`config.mk`:
```
export PLATFORM = sky130hd
export DESIGN_NAME = pwm_multi_channel_flat
export DESIGN_NICKNAME = d
export VERILOG_FILES = /design/src/rtl/pwm_multi_channel_pkg.sv /design/src/rtl/pwm_multi_channel_if.sv /design/src/rtl/pwm_multi_channel_duty_sat.sv /design/src/rtl/pwm_multi_channel.sv /design/src/flat_wrapper.sv
export SDC_FILE = /design/constraint.sdc
export NUM_CORES = 1
export LEC_CHECK = 0
export CORE_ASPECT_RATIO = 1.1
export CORE_MARGIN = 3
export CORE_UTILIZATION = 54
export DETAILED_ROUTE_END_ITERATION = 8
export GPL_TIMING_DRIVEN = 1
export PLACE_DENSITY = 0.89
export SETUP_SLACK_MARGIN = 0.5
export SLEW_MARGIN = 20
export SYNTH_ARGS = -nofsm -noshare
export SYNTH_HDL_FRONTEND = slang
export SYNTH_SLANG_ARGS = --single-unit
```
`constraint.sdc`:
```
create_clock -name clk -period 2.7 [get_ports clk]
set_input_delay 0.675 -clock clk [delete_from_list [all_inputs] [get_ports clk]]
set_output_delay 0.675 -clock clk [all_outputs]
set_load 0.02 [all_outputs]
```
`src/rtl/pwm_multi_channel_pkg.sv`:
```
// Shared constants for the multi-channel PWM generator.
// Counting-mode and counter-direction encodings.
package pwm_multi_channel_pkg;

  localparam logic PWM_EDGE   = 1'b0;
  localparam logic PWM_CENTER = 1'b1;

  localparam logic [0:0] DIR_UP = 1'b0;
  localparam logic [0:0] DIR_DN = 1'b1;

endpackage

```
`src/rtl/pwm_multi_channel_if.sv`:
```
// Control/duty inputs and PWM pin outputs of the PWM block.
// master drives duties and control, slave is the generator.
interface pwm_multi_channel_if #(
  parameter int CH = 4,
  parameter int N  = 24
);

  logic            enable;
  logic            mode;
  logic [CH*N-1:0] entrada;
  logic [CH-1:0]   salida;
  logic            period_start;

  modport master (
    output enable,
    output mode,
    output entrada,
    input  salida,
    input  period_start
  );

  modport slave (
    input  enable,
    input  mode,
    input  entrada,
    output salida,
    output period_start
  );

endinterface

```
`src/rtl/pwm_multi_channel_duty_sat.sv`:
```
// Saturates one signed Q(N,F) word into a RES-bit duty value.
// Negative -> 0, at or above full scale 2^IB -> all ones.
module pwm_duty_sat #(
  parameter int N   = 24,
  parameter int F   = 12,
  parameter int IB  = 5,
  parameter int RES = 16
) (
  input  logic [N-1:0]   word_i,
  output logic [RES-1:0] duty_o
);

  localparam int LSB = F + IB - RES;

  logic ovf;
  logic unused_lsb;

  assign ovf        = |word_i[N-2:F+IB];
  assign unused_lsb = ^word_i;

  always_comb begin
    duty_o = word_i[F+IB-1:LSB];
    if (word_i[N-1]) begin
      duty_o = '0;
    end else if (ovf) begin
      duty_o = '1;
    end
  end

endmodule

```
`src/rtl/pwm_multi_channel.sv`:
```
// CH-channel PWM sharing one edge/center counter with prescaler.
// Duties are shadowed and reloaded only at period boundaries.
module pwm_multi_channel
  import pwm_multi_channel_pkg::*;
#(
  parameter int CH  = 4,
  parameter int N   = 24,
  parameter int F   = 12,
  parameter int IB  = 5,
  parameter int RES = 16,
  parameter int DIV = 1
) (
  input  logic clk,
  input  logic reset_n,
  pwm_multi_channel_if.slave pwm
);

  localparam int PW = (DIV > 1) ? $clog2(DIV) : 1;
  localparam logic [RES-1:0] MAX = '1;
  localparam logic [RES-1:0] ONE = RES'(1);
  localparam logic [PW-1:0] PRE_TOP = PW'(DIV - 1);

  logic [PW-1:0]  pre_q, pre_d;
  logic [RES-1:0] cnt_q, cnt_d;
  logic           dir_q, dir_d;
  logic           mode_q, mode_d;
  logic           en_q;
  logic [CH-1:0]  sal_q, sal_d;
  logic           ps_q, ps_d;
  logic [RES-1:0] sat   [CH];
  logic [RES-1:0] shd_q [CH];
  logic [RES-1:0] shd_d [CH];
  logic           tick;
  logic           wrap;

  for (genvar g = 0; g < CH; g++) begin : g_sat
    pwm_duty_sat #(
      .N  (N),
      .F  (F),
      .IB (IB),
      .RES(RES)
    ) u_sat (
      .word_i(pwm.entrada[g*N +: N]),
      .duty_o(sat[g])
    );
  end

  assign tick = (pre_q == PRE_TOP);
  assign wrap = (mode_q == PWM_CENTER)
              ? (cnt_q == ONE && dir_q == DIR_DN)
              : (cnt_q == MAX);

  always_comb begin
    pre_d  = pre_q;
    cnt_d  = cnt_q;
    dir_d  = dir_q;
    mode_d = mode_q;
    sal_d  = sal_q;
    shd_d  = shd_q;
    ps_d   = 1'b0;
    if (!pwm.enable) begin
      pre_d  = '0;
      cnt_d  = '0;
      dir_d  = DIR_UP;
      sal_d  = '0;
      shd_d  = sat;
      mode_d = pwm.mode;
    end else if (!en_q) begin
      // first enabled clk: hold at 0 so the period starts cleanly
      ps_d = 1'b1;
    end else begin
      pre_d = tick ? '0 : pre_q + PW'(1);
      if (tick) begin
        for (int i = 0; i < CH; i++) begin
          sal_d[i] = (cnt_q < shd_q[i]);
        end
        if (wrap) begin
          cnt_d  = '0;
          dir_d  = DIR_UP;
          shd_d  = sat;
          mode_d = pwm.mode;
          ps_d   = 1'b1;
        end else if (mode_q == PWM_EDGE) begin
          cnt_d = cnt_q + ONE;
        end else if (dir_q == DIR_UP) begin
          if (cnt_q == MAX) begin
            dir_d = DIR_DN;
            cnt_d = MAX - ONE;
          end else begin
            cnt_d = cnt_q + ONE;
          end
        end else begin
          cnt_d = cnt_q - ONE;
        end
      end
    end
  end

  always_ff @(posedge clk or negedge reset_n) begin
    if (!reset_n) begin
      pre_q  <= '0;
      cnt_q  <= '0;
      dir_q  <= DIR_UP;
      mode_q <= PWM_EDGE;
      en_q   <= 1'b0;
      sal_q  <= '0;
      ps_q   <= 1'b0;
      for (int i = 0; i < CH; i++) begin
        shd_q[i] <= '0;
      end
    end else begin
      pre_q  <= pre_d;
      cnt_q  <= cnt_d;
      dir_q  <= dir_d;
      mode_q <= mode_d;
      en_q   <= pwm.enable;
      sal_q  <= sal_d;
      ps_q   <= ps_d;
      shd_q  <= shd_d;
    end
  end

  assign pwm.salida       = sal_q;
  assign pwm.period_start = ps_q;

endmodule
```
`src/flat_wrapper.sv`:
```
// flat-port wrapper written by rule: the top's interface ports become plain ports
module pwm_multi_channel_flat import pwm_multi_channel_pkg::*;
#(
  parameter int CH  = 4,
  parameter int N   = 24,
  parameter int F   = 12,
  parameter int IB  = 5,
  parameter int RES = 16,
  parameter int DIV = 1
)
  (clk, reset_n, pwm_enable, pwm_mode, pwm_entrada, pwm_salida, pwm_period_start);
  pwm_multi_channel_if #(.CH(CH), .N(N)) pwm_i ();
  input  logic clk;
  input  logic reset_n;
  input wire logic [$bits(pwm_i.enable)-1:0] pwm_enable;
  input wire logic [$bits(pwm_i.mode)-1:0] pwm_mode;
  input wire logic [$bits(pwm_i.entrada)-1:0] pwm_entrada;
  output wire logic [$bits(pwm_i.salida)-1:0] pwm_salida;
  output wire logic [$bits(pwm_i.period_start)-1:0] pwm_period_start;
  assign pwm_i.enable = pwm_enable;
  assign pwm_i.mode = pwm_mode;
  assign pwm_i.entrada = pwm_entrada;
  assign pwm_salida = pwm_i.salida;
  assign pwm_period_start = pwm_i.period_start;
  pwm_multi_channel #(.CH(CH), .N(N), .F(F), .IB(IB), .RES(RES), .DIV(DIV)) u_core (.clk(clk), .reset_n(reset_n), .pwm(pwm_i));
endmodule
```
---- Word-level counts from Yosys, hierarchy flattened ----
Index checks and enable logic that the tools add are counted.
storage, ports and cells
  bits in registers ....................... 89
  bits of input ports ..................... 100
  output and inout bits ................... 5
  word-level logic and storage cells ...... 73
operators by class
  add/subtract/negate cells ............... 3
  $lt $le $gt $ge ......................... 4
  eq/ne operators ......................... 6
  muxes and demuxes ....................... 41
  reductions and logical operators ........ 8
operators with widths
  operator                                                                 number
  64-bit 2-to-1 mux                                                        4
  16-bit 2-to-1 mux                                                        15
  16-bit < comparator                                                      4
  6-bit OR reduction                                                       4
  1-bit 2-to-1 mux                                                         19
  16-bit by 1-bit adder with 16-bit output, second input constant          1
  16-bit by 1-bit equality test with 1-bit output, second input constant   1
  16-bit equality test, second input constant                              1
  16-bit by 1-bit subtractor with 16-bit output, second input constant     1
  4-bit 2-to-1 mux                                                         3
  3-bit AND reduction                                                      2
  2-bit by 1-bit inequality test with 1-bit output, second input constant  2
  3-bit by 1-bit inequality test with 1-bit output, second input constant  1
  2-bit inequality test, second input constant                             1
  2-bit AND reduction                                                      1
  1-bit adder, second input constant                                       1
  1-bit logical AND                                                        1

---- Depth between registers and ports, before layout ----
Gate-level depths: netlist (run 1).
  depth after elaboration ................. 8
  depth in mapped cells ................... 10
  mapped depth without buffers ............ 8

---- Hierarchy ----
From an unflattened synthesis (run 1), not the netlist that was laid out.
unflattened totals
  cell total of the unflattened synthesis .. 716
  area total of the unflattened synthesis .. 6786.5 sq um
modules (own cells, without submodules)
  module             times used  cells each  area each (sq um)  seq. area each (sq um)
  pwm_multi_channel  1           556         5915.7             2202.1
  pwm_duty_sat       4           40          217.7              0.0

---- Least setup slack after synthesis (run 1) ----
No wires, ideal clock.
  path kind ............................... reg-to-reg
  start point ............................. reg u_core.cnt_q[0]
  end point ............................... reg u_core.cnt_q[12]
  setup time .............................. 0.122 ns
  arrival ................................. 2.206 ns
  required time ........................... 2.578 ns
  slack ................................... 0.373 ns
  stages on the path, launching flop included .. 10
  path buffers ............................ 1
  period minus slack after synthesis ...... 2.327 ns
  cell sequence ........................... dfrtp_1 -> clkbuf_1 -> inv_1 -> ha_1 -> or3b_2 -> nor4_1 -> xnor2_1 -> nand2_1 -> a31o_2 -> a32o_1
between the ends
  longest elaborated chain between the ends .. 8
  elaborated cells between the ends (all ways) .. 13
  those cells by class .................... add/sub: 2; eq/ne: 2; mux: 8; reduce/logical: 1
RTL lines
  what                                                                                     line                      source
  start, declared                                                                          pwm_multi_channel.sv:24   logic [RES-1:0] cnt_q, cnt_d;
  start signal, assigned                                                                   pwm_multi_channel.sv:113  cnt_q <= cnt_d;
  16-bit by 1-bit adder with 16-bit output / 16-bit equality test (equally long branches)  n/a
  16-bit 2-to-1 mux                                                                        pwm_multi_channel.sv:86   if (cnt_q == MAX) begin
  16-bit 2-to-1 mux                                                                        pwm_multi_channel.sv:85   end else if (dir_q == DIR_UP) begin
  16-bit 2-to-1 mux                                                                        pwm_multi_channel.sv:83   end else if (mode_q == PWM_EDGE) begin
  16-bit 2-to-1 mux *                                                                      pwm_multi_channel.sv:77   if (wrap) begin
  16-bit 2-to-1 mux *                                                                      pwm_multi_channel.sv:73   if (tick) begin
  16-bit 2-to-1 mux *                                                                      pwm_multi_channel.sv:68   end else if (!en_q) begin
  16-bit 2-to-1 mux *                                                                      pwm_multi_channel.sv:61   if (!pwm.enable) begin
Mark *: on every way between the ends. The rest lies on a longest branch, timed or not. The select of a mux whose other input is x is not followed.
A chain may end at the register's enable or synchronous reset.

---- Worst setup path after layout (run 1) ----
  start point ............................. reg u_core.cnt_q[4]
  end point ............................... reg u_core.cnt_q[4]
The elaborated chain is that of the path after synthesis.

==> results of run 1 <==
[metrics by stage]
step / power, W / utilization, %
floorplan: 0.00186 / -
global placement: 0.00211 / 67.8
detailed placement: 0.00216 / 67.8
CTS: 0.00336 / 71.2
global route: 0.00355 / 73.9
finish: 0.00342 / 73.9
[report_power, final]
group / internal (W) / switching [W]
registers: 0.00143 / 0.0000471
logic: 0.000372 / 0.000368
clock network: 0.000676 / 0.000532
total: 0.00247 / 0.000948
[kinds of logic (layout without fill, tap and decap cells)]
logic type,Yosys count,count (layout),share of synthesized area [%]
simple gates,147,147,12.5
fa+ha+maj,63,63,12.7
buf+inv,108,253,7.52
compound gates,174,175,19.2
flops,88,88,35.6
mux,65,65,10.6
xor+xnor,13,13,1.84
[final cells by class]
type	count	share of cell area, %
flip-flops and latches	88	27.1
multi-input cells	463	44.7
repair buffers	164	19.2
clock inverters	2	0.168
inverters	73	3.38
well taps	147	2.25
clock buffers	14	3.23
[registers in the layout, indices dropped and copies added, names as in the netlist]
| name | flops |
|---|---|
| u_core.cnt_q | 16 |
| u_core.shd_q | 64 |
| u_core.pwm.salida | 4 |
| u_core.mode_q | 1 |
| u_core.dir_q | 1 |
| u_core.pwm.period_start | 1 |
| u_core.en_q | 1 |
[metal layers]
metal / track usage (%) / up-vias
met4: 14.2 / 0
met3: 5.84 / 112
met2: 49.5 / 386
met5: 0 / -
li1: - / 2638
met1: 32.1 / 2824
[placed cells by master, fill, tap and decap left out, types with 9 or more instances in the layout]
cell type,Yosys,layout
sky130_fd_sc_hd__nand4_1,13,13
sky130_fd_sc_hd__inv_1,73,71
sky130_fd_sc_hd__clkbuf_16,0,10
sky130_fd_sc_hd__o21ai_0,33,30
sky130_fd_sc_hd__nand3_1,15,15
sky130_fd_sc_hd__nand2_1,36,34
sky130_fd_sc_hd__dfrtp_2,0,11
sky130_fd_sc_hd__a21oi_1,26,26
sky130_fd_sc_hd__xnor2_1,9,9
sky130_fd_sc_hd__o21bai_1,60,60
sky130_fd_sc_hd__ha_1,63,62
sky130_fd_sc_hd__a21o_1,12,12
sky130_fd_sc_hd__nor2_1,35,34
sky130_fd_sc_hd__clkdlybuf4s50_1,0,99
sky130_fd_sc_hd__buf_4,1,56
sky130_fd_sc_hd__dfrtp_1,88,77
sky130_fd_sc_hd__mux2i_1,60,60
[path summary, 6_finish.rpt]
check	start	to	slack [ns]	cells past startpoint
setup / recovery	u_core.cnt_q[4]	u_core.cnt_q[4]	0.34	7
hold / removal	reset_n	u_core.shd_q[30]	0.32	1
setup reg to reg	u_core.cnt_q[4]	u_core.cnt_q[4]	0.34	7
hold reg to reg	u_core.shd_q[48]	u_core.shd_q[48]	0.51	1
max in group asynchronous	reset_n	u_core.cnt_q[4]	1.75	2
min in group clk	u_core.shd_q[48]	u_core.shd_q[48]	0.51	1
[repair_timing]
action,CTS,global route
gates resized for setup,15,34
buffers inserted,6,20
endpoints found under the hold margin,0,0
pin swaps,1,9
setup endpoints to repair,75,77
cloned,1,1
==> impl_metrics.ini, run 1 <==
[status]
status = complete, no violations

[critical_path]
timing.critical_path.to_type = flip-flop
critical_path.top_delay_family = simple AND/OR/NAND/NOR gates
critical_path_s_largest_stage_delay_ns = 0.49
crit_arrival_ns = 2.57
timing.critical_path.buf_inv = 1
crit_chain = or3_4 -> nor4_1 -> nand4_1 -> and2_4 -> buf_4 -> a31oi_1 -> o21ai_0
critPathKind = flip-flop to flip-flop
worst_ep_required_time_ns = 2.92
setup.worst_path.start_class = flip-flop
cpMaxStageDelayCell = sky130_fd_sc_hd__dfrtp_2
cp_max_fo = 9

[logic_synthesis]
syn-cell-area_um2 = 6190
synthesis_warnings = 0
number_of_enable_type_register_cells_in_the_synthesized_netlist = 0
synth_async_sr_flop_share_pct = 100
netlist-cell-type-count = 52
ys_top_cells_by_area = sky130_fd_sc_hd__dfrtp_1, sky130_fd_sc_hd__ha_1, sky130_fd_sc_hd__mux2i_1
synthesis.area_per_instance_um2 = 9.40
biggest_area_consumer_among_synthesized_cells = sky130_fd_sc_hd__dfrtp_1
seq_area_frac_synth_pct = 35.6
most_numerous_cell_in_the_yosys_netlist = sky130_fd_sc_hd__dfrtp_1
synth-main-ff-cell = sky130_fd_sc_hd__dfrtp_1
synth_commonest_cells = sky130_fd_sc_hd__dfrtp_1, sky130_fd_sc_hd__inv_1, sky130_fd_sc_hd__ha_1
synthesis.instances = 658
post-synth-top-area-fraction_pct = 35.6
ys_seq_elements = 88
synth.net_count = 821

[sta]
period_share_pct = 87.2
tightestPinTransition_ns = 0.573
relative_max_transition_margin_pct = 61.8
setup_viol = 0
finalHoldViolations = 0
tns_ns = 0
layout_min_cycle_time_ns = 2.36
final_max_slew_viol_count = 0
achievable-frequency_mhz = 425
setup_repair_after_global_routing_missed_its_margin = yes
worst_clock_skew_ns = 0.00515
final_worst_path_setup_slack_ns = 0.345
fin_hold_ws_ns = 0.319

[floorplanning]
floorplan.die_area_um2 = 12800
io_pins = 105
x_dimension_of_the_die_um = 108
core_region_area_um2 = 11100
die-height_um = 118
initial_core_util_pct = 56.0
placement_rows = 40

[min_path]
hold_class = primary input to asynchronous set/reset pin

[grt]
first_global_vias = 5937
antenna_violations_before_repair = 0
first_pass_grt_wire_length_mm = 28.4
grt.overflow.total = 0
grt_start_max_net_pins = 43
grtUsageTotal_pct = 28.3

[place]
post_dp_cell_area_um2 = 7500
pre_cts_ws_ns = 0.312
hpwl_mm = 12.7
routabilityCongestion = 0.993
portBuffers = 100
placed_cells = 907

[flow_run]
cap_viol_max_count = 0

[finish]
insertedDiodeCount = 0
fill_cells = 715
instances_no_fill = 951
area.sequential_um2 = 2220
layout_area_growth_over_synthesis_pct = 32.0
finalInstanceArea_um2 = 8170
multiInputGateArea_um2 = 3650
nets = 962
post_route_cells_drive_above_1_share_pct = 14.3

[detailed_routing]
routed_wl_mm = 19.8
drtPass1Iterations = 5
drt-met1-wl_mm = 7.11
top_layer = met4
wl_per_cell_um = 20.8
dr_wl_met2_mm = 9.80
vias_per_instance = 6.27
route.detailed.drc = 0
antenna_left = 0
met3RoutedLength_mm = 1.77
vias = 5960
initialDrtViolationCount = 679

[cts]
cts_htree_levels = 3
insertion_delay_ns = 0.35
clock-sinks = 88
cts.reportedPaths.clkPinSlew_ns = 0.06
cts-root-to-sink-buffers = 2
cts-root-buf = sky130_fd_sc_hd__clkbuf_16
cts_inserted_buffers = 9
postCtsHoldBufs = 0
tritoncts_clock_tree = done

[power_and_ir_drop]
pwr_density_cell_nw_per_um2 = 419
static-leakage-power_nw = 3.95
max-vdd-ir-drop_v = 0.000259
Power figures use the tool's default switching activity.
==> run 2: changes to the inputs <==
--- a/config.mk
+++ b/config.mk
@@ -5,12 +5,13 @@
 export SDC_FILE = /design/constraint.sdc
 export NUM_CORES = 1
 export LEC_CHECK = 0
+export ABC_AREA = 1
 export CORE_ASPECT_RATIO = 1.1
 export CORE_MARGIN = 3
-export CORE_UTILIZATION = 54
+export CORE_UTILIZATION = 59
 export DETAILED_ROUTE_END_ITERATION = 8
 export GPL_TIMING_DRIVEN = 1
-export PLACE_DENSITY = 0.89
+export PLACE_DENSITY = 0.95
 export SETUP_SLACK_MARGIN = 0.5
 export SLEW_MARGIN = 20
 export SYNTH_ARGS = -nofsm -noshare
==> constraint.sdc (replaced) <==
create_clock -name clk -period 3 [get_ports clk]
set_input_delay 0.75 -clock clk [delete_from_list [all_inputs] [get_ports clk]]
set_output_delay 0.75 -clock clk [all_outputs]
set_load 0.02 [all_outputs]
==> impl_metrics.ini, run 2 <==
[status]
status = complete, no violations

[power_and_ir_drop]
pwr_density_cell_nw_per_um2 = 392
comb_power_share_pct = 21.9
static-leakage-power_nw = 4.50
swShare_pct = 29.6
p_sw_w = 0.000925
intPower_w = 0.00220
clockPowerShare_pct = 34.2
sequentialPowerShare_pct = 43.9
max-vdd-ir-drop_v = 0.000291

[place]
routabilityCongestion = 0.902
pre_cts_ws_ns = 0.396
portBuffers = 100
hpwl_mm = 11.9
placed_cells = 1191

[critical_path]
setup.worst_path.start_class = flip-flop
timing.critical_path.to_type = flip-flop
cpMaxStageDelayCell = sky130_fd_sc_hd__dfrtp_1
regToRegSetupSlack_ns = 0.70
cp_max_fo = 34
critPathKind = flip-flop to flip-flop
ff2ff_path_depth = 8
worst_ep_required_time_ns = 3.23
crit_arrival_ns = 2.53
worst_r2r_startpoint = u_core.cnt_q[3]
worstReg2RegEnd = u_core.shd_q[27]
crit_chain = nand4_1 -> nor2_4 -> nand4_2 -> nand3_4 -> nand2_2 -> buf_4 -> nand2_1 -> nand2_1
crit_path_frequent_cell = sky130_fd_sc_hd__nand2_1
critical_path_s_largest_stage_delay_ns = 0.72

[sta]
period_share_pct = 76.7
tns_ns = 0
tightestPinTransition_ns = 0.602
relative_max_transition_margin_pct = 59.9
worst_clock_skew_ns = 0.0103
final_worst_path_setup_slack_ns = 0.700
setup_repair_after_global_routing_missed_its_margin = no
finalHoldViolations = 0
layout_min_cycle_time_ns = 2.30
achievable-frequency_mhz = 435
setup_viol = 0
final_max_slew_viol_count = 0

[finish]
mostFrequentLayoutCell = sky130_fd_sc_hd__nand2_1
layout_area_growth_over_synthesis_pct = 21.0
core_occupancy_in_the_finished_layout_pct = 74.8
largest_register_ff_count = 64
instances_no_fill = 1206
insertedDiodeCount = 0
post_route_cells_drive_above_1_share_pct = 4.33
largest-register = u_core.shd_q
nets = 1222
layout.cells.most_common_list = sky130_fd_sc_hd__nand2_1, sky130_fd_sc_hd__inv_1, sky130_fd_sc_hd__nand3_1

[logic_synthesis]
number_of_enable_type_register_cells_in_the_synthesized_netlist = 0
synthesis_warnings = 0
post-synth-top-area-fraction_pct = 33.5
synth-main-ff-cell = sky130_fd_sc_hd__dfrtp_1
biggest_area_consumer_among_synthesized_cells = sky130_fd_sc_hd__dfrtp_1
syn-cell-area_um2 = 6580
most_numerous_cell_in_the_yosys_netlist = sky130_fd_sc_hd__nand2_1
ys_seq_elements = 88
synthesis.area_per_instance_um2 = 6.75
synth_async_sr_flop_share_pct = 100
synth_commonest_cells = sky130_fd_sc_hd__nand2_1, sky130_fd_sc_hd__inv_1, sky130_fd_sc_hd__nand3_1
netlist-cell-type-count = 31
seq_area_frac_synth_pct = 33.5
synth.net_count = 1138
ys_top_cells_by_area = sky130_fd_sc_hd__dfrtp_1, sky130_fd_sc_hd__nand2_1, sky130_fd_sc_hd__ha_1
synthesis.instances = 975

[cts]
cts-root-to-sink-buffers = 2
cts_inserted_buffers = 9
cts_htree_levels = 3
postCtsHoldBufs = 0
insertion_delay_ns = 0.35
tritoncts_clock_tree = done
clock-sinks = 88
cts_setup_buffers = 0
cts-root-buf = sky130_fd_sc_hd__clkbuf_16
cts.reportedPaths.clkPinSlew_ns = 0.06

[grt]
antenna_violations_before_repair = 0
grt_start_max_net_pins = 40
grt.overflow.total = 0
grtUsageTotal_pct = 29.3
first_global_vias = 6330
first_pass_grt_wire_length_mm = 29.1

[floorplanning]
die-height_um = 117
initial_core_util_pct = 61.9
placement_rows = 39
io_pins = 105
floorplan.die_area_um2 = 12500
x_dimension_of_the_die_um = 107
core_region_area_um2 = 10600

[detailed_routing]
vias_per_instance = 5.46
initialDrtViolationCount = 530
antenna_left = 0
route.detailed.drc = 0
wl_per_cell_um = 14.2
drtPass1Iterations = 5
routed_wl_mm = 17.1
vias = 6586

[flow_run]
cap_viol_max_count = 0

[min_path]
hold_class = primary input to asynchronous set/reset pin
[run 2: cell families after synthesis]
kind of cell / after synthesis / share of synthesized area, %
AO/OA/AOI/OAI: 117 / 8.97
XOR/XNOR: 10 / 1.33
adder cells (fa/ha/maj): 63 / 12.0
buffers and inverters: 210 / 13.2
flip-flops: 88 / 33.5
AND/OR/NAND/NOR: 487 / 31.1
[run 2: critical path: cells and delay by family, from the launching register on]
kind	cells	cell delay (ns)
buf+inv	1	0.25
simple gates	7	1.17
flops	1	0.72
[run 2: power groups by stage]
stage          clock, W  combinational [W]  sequential, W
3_5_place_dp          0           0.000667        0.00139
5_1_grt         0.00112           0.000781        0.00139
6_report        0.00107           0.000683        0.00137
3_3_place_gp          0           0.000637        0.00138
4_1_cts         0.00106           0.000683        0.00137
2_1_floorplan         0           0.000413        0.00137
[run 2: worst max-delay path by stage]
stage / from / endpoint / slack (ns)
final: u_core.cnt_q[3] / u_core.shd_q[27] / 0.70
after global routing: u_core.cnt_q[1] / u_core.shd_q[28] / 0.60
after CTS: u_core.cnt_q[1] / u_core.shd_q[28] / 0.53
after detailed placement: pwm_enable / u_core.shd_q[39] / 0.40
after global placement: pwm_enable / u_core.shd_q[54] / 0.43
after floorplan: pwm_entrada[68] / u_core.shd_q[29] / 1.06
[run 2: repair_timing]
item / 4_1_cts / 5_1_grt
resized for setup: 0 / 5
endpoints found under the hold margin: 0 / 0
endpoints found under the setup margin: 0 / 67
[run 2: stage by stage]
stage / power, W / hold WS (ns) / instance area [µm²]
finish: 0.00312 / 0.372 / 7960
global route: 0.00329 / 0.396 / 7960
CTS: 0.00312 / 0.389 / 7950
detailed placement: 0.00206 / 0.458 / 7670
global placement: 0.00202 / 0.453 / 7670
floorplan: 0.00179 / 0.442 / 6580
[run 2: per-layer routing]
| layer | up-vias | GRT usage [%] | wire length, µm |
|---|---|---|---|
| li1 | 3249 | - | - |
| met1 | 2977 | 36.0 | 6670 |
| met2 | 299 | 50.0 | 8330 |
| met3 | 61 | 6.58 | 1420 |
| met4 | 0 | 12.4 | 646 |
| met5 | - | 0 | 0 |
[run 2: layout make-up]
type | count | area, µm²
timing repair buffer | 118 | 1160
inverter | 165 | 622
tap | 143 | 179
clock inverter | 3 | 17.5
clock buffer | 12 | 256
multi-input combinational | 677 | 3520
sequential | 88 | 2200
fill | 799 | 2680
==> run 3: changes to the inputs <==
--- a/config.mk
+++ b/config.mk
@@ -8,10 +8,10 @@
 export ABC_AREA = 1
 export CORE_ASPECT_RATIO = 1.1
 export CORE_MARGIN = 3
-export CORE_UTILIZATION = 59
+export CORE_UTILIZATION = 50
 export DETAILED_ROUTE_END_ITERATION = 8
 export GPL_TIMING_DRIVEN = 1
-export PLACE_DENSITY = 0.95
+export PLACE_DENSITY = 0.86
 export SETUP_SLACK_MARGIN = 0.5
 export SLEW_MARGIN = 20
 export SYNTH_ARGS = -nofsm -noshare
==> constraint.sdc (replaced) <==
create_clock -name clk -period 1.9 [get_ports clk]
set_input_delay 0.475 -clock clk [delete_from_list [all_inputs] [get_ports clk]]
set_output_delay 0.475 -clock clk [all_outputs]
set_load 0.02 [all_outputs]
==> impl_metrics.ini, run 3 (synthesis results as in run 2) <==
[grt]
antenna_violations_before_repair = 0
grt_start_max_net_pins = 49
first_global_vias = 7190
grtUsageTotal_pct = 28.6
first_pass_grt_wire_length_mm = 33.5
grt.overflow.total = 0

[critical_path]
critPathKind = flip-flop to flip-flop
setup.worst_path.start_class = flip-flop
crit_arrival_ns = 2.18
cp_max_fo = 7
worst_ep_required_time_ns = 2.19
timing.critical_path.to_type = flip-flop

[cts]
clock-sinks = 88
cts_inserted_buffers = 9
insertion_delay_ns = 0.35
postCtsHoldBufs = 0
cts.reportedPaths.clkPinSlew_ns = 0.07
cts-root-buf = sky130_fd_sc_hd__clkbuf_16
tritoncts_clock_tree = done
cts-root-to-sink-buffers = 2
cts_htree_levels = 3

[place]
portBuffers = 100
hpwl_mm = 13.3
routabilityCongestion = 0.912
pre_cts_ws_ns = -0.0999

[detailed_routing]
drtPass1Iterations = 7
initialDrtViolationCount = 643
vias = 7384
route.detailed.drc = 0
routed_wl_mm = 22.2
vias_per_instance = 5.72
antenna_left = 0
wl_per_cell_um = 17.2

[floorplanning]
floorplan.die_area_um2 = 14600
die-height_um = 126
placement_rows = 43
io_pins = 105
x_dimension_of_the_die_um = 115
core_region_area_um2 = 12800
initial_core_util_pct = 51.6

[finish]
post_route_cells_drive_above_1_share_pct = 16.2
nets = 1291
layout_area_growth_over_synthesis_pct = 38.3
multiInputGateArea_um2 = 3830
insertedDiodeCount = 0
layout.cells.most_common_list = sky130_fd_sc_hd__nand2_1, sky130_fd_sc_hd__inv_1, sky130_fd_sc_hd__clkdlybuf4s50_1
mostFrequentLayoutCell = sky130_fd_sc_hd__nand2_1
fill_cells = 885
largest_register_ff_count = 64
area.sequential_um2 = 2220
core_occupancy_in_the_finished_layout_pct = 71.4
largest-register = u_core.shd_q

[sta]
layout_min_cycle_time_ns = 1.89
tightestPinTransition_ns = 0.495
achievable-frequency_mhz = 529
finalHoldViolations = 0
setup_viol = 0
setup_repair_after_global_routing_missed_its_margin = yes
relative_max_transition_margin_pct = 66.9
period_share_pct = 99.5
worst_clock_skew_ns = 0.0107
final_worst_path_setup_slack_ns = 0.00919
final_max_slew_viol_count = 0

[min_path]
hold_class = primary input to asynchronous set/reset pin

[power_and_ir_drop]
pwr_density_cell_nw_per_um2 = 574
max-vdd-ir-drop_v = 0.000438
static-leakage-power_nw = 4.98

[flow_run]
cap_viol_max_count = 0

[status]
status = complete, no violations
-- run 3: path summary, 6_finish.rpt --
check                                 start                to  slack, ns  cells after the start
max reg2reg                 u_core.cnt_q[0]   u_core.cnt_q[8]      0.009                     11
min reg2reg                u_core.shd_q[15]  u_core.shd_q[15]       0.47                      2
max                         u_core.cnt_q[0]   u_core.cnt_q[8]      0.009                     11
min                                 reset_n  u_core.shd_q[52]       0.04                      1
min in group clk           u_core.shd_q[15]  u_core.shd_q[15]       0.47                      2
max in group asynchronous           reset_n  u_core.cnt_q[13]       1.23                      2
-- run 3: timing repair --
| item | in CTS | in global routing |
|---|---|---|
| setup buffers | 25 | 4 |
| gates resized for setup | 81 | 16 |
| pin swaps | 17 | 13 |
| gates cloned | 4 | 5 |
| endpoints found under the hold margin | 0 | 0 |
| setup endpoints to repair | 92 | 87 |
-- run 3: cell type report --
cell class	instances	share of cell area, %
sequential	88	24.3
multi-input combinational	677	42.1
clock buffer	11	2.56
timing repair buffer	187	21.5
tap	157	2.16
clock inverter	5	0.453
inverter	165	6.97
-- run 3: worst max-delay path, stage by stage, from the launching register on --
cell and delay (ns):
sky130_fd_sc_hd__dfrtp_2 0.43, sky130_fd_sc_hd__ha_4 0.16, sky130_fd_sc_hd__buf_4 0.14, sky130_fd_sc_hd__nand3_2 0.11, sky130_fd_sc_hd__inv_1 0.12, sky130_fd_sc_hd__nand2_1 0.11
sky130_fd_sc_hd__o21ai_2 0.18, sky130_fd_sc_hd__nand2_1 0.10, sky130_fd_sc_hd__buf_4 0.18, sky130_fd_sc_hd__nand2_1 0.13, sky130_fd_sc_hd__nand3_2 0.10, sky130_fd_sc_hd__nand2_1 0.08
-- run 3: routing by layer --
| metal | up-vias | global-route usage [%] | part of all wire [%] |
|---|---|---|---|
| met5 | - | 0 | 0 |
| met4 | 0 | 16.6 | 7.7 |
| met3 | 149 | 4.58 | 8.2 |
| met2 | 442 | 48.4 | 48 |
| met1 | 3406 | 34.1 | 36 |
| li1 | 3387 | - | - |
-- run 3: through the flow --
stage	hold WS [ns]	power (W)	setup TNS, ns	area, µm²	std cells
floorplan	0.179	0.00284	0	6700	975
global route	0.0551	0.00546	-0.0220	9100	1290
CTS	0.0522	0.00510	0	8890	1281
detailed placement	0.423	0.00332	-5.11	8080	1236
global placement	0.414	0.00326	-3.79	8080	1236
finish	0.0379	0.00523	0	9100	1290
-- run 3: report_power, final --
group	internal [W]	switching (W)	leakage (nW)	total, W
registers	0.00205	0.000119	1.09	0.00217
clock network	0.000899	0.000818	0.126	0.00172
logic	0.000607	0.000735	3.76	0.00134
total	0.00356	0.00167	4.98	0.00523
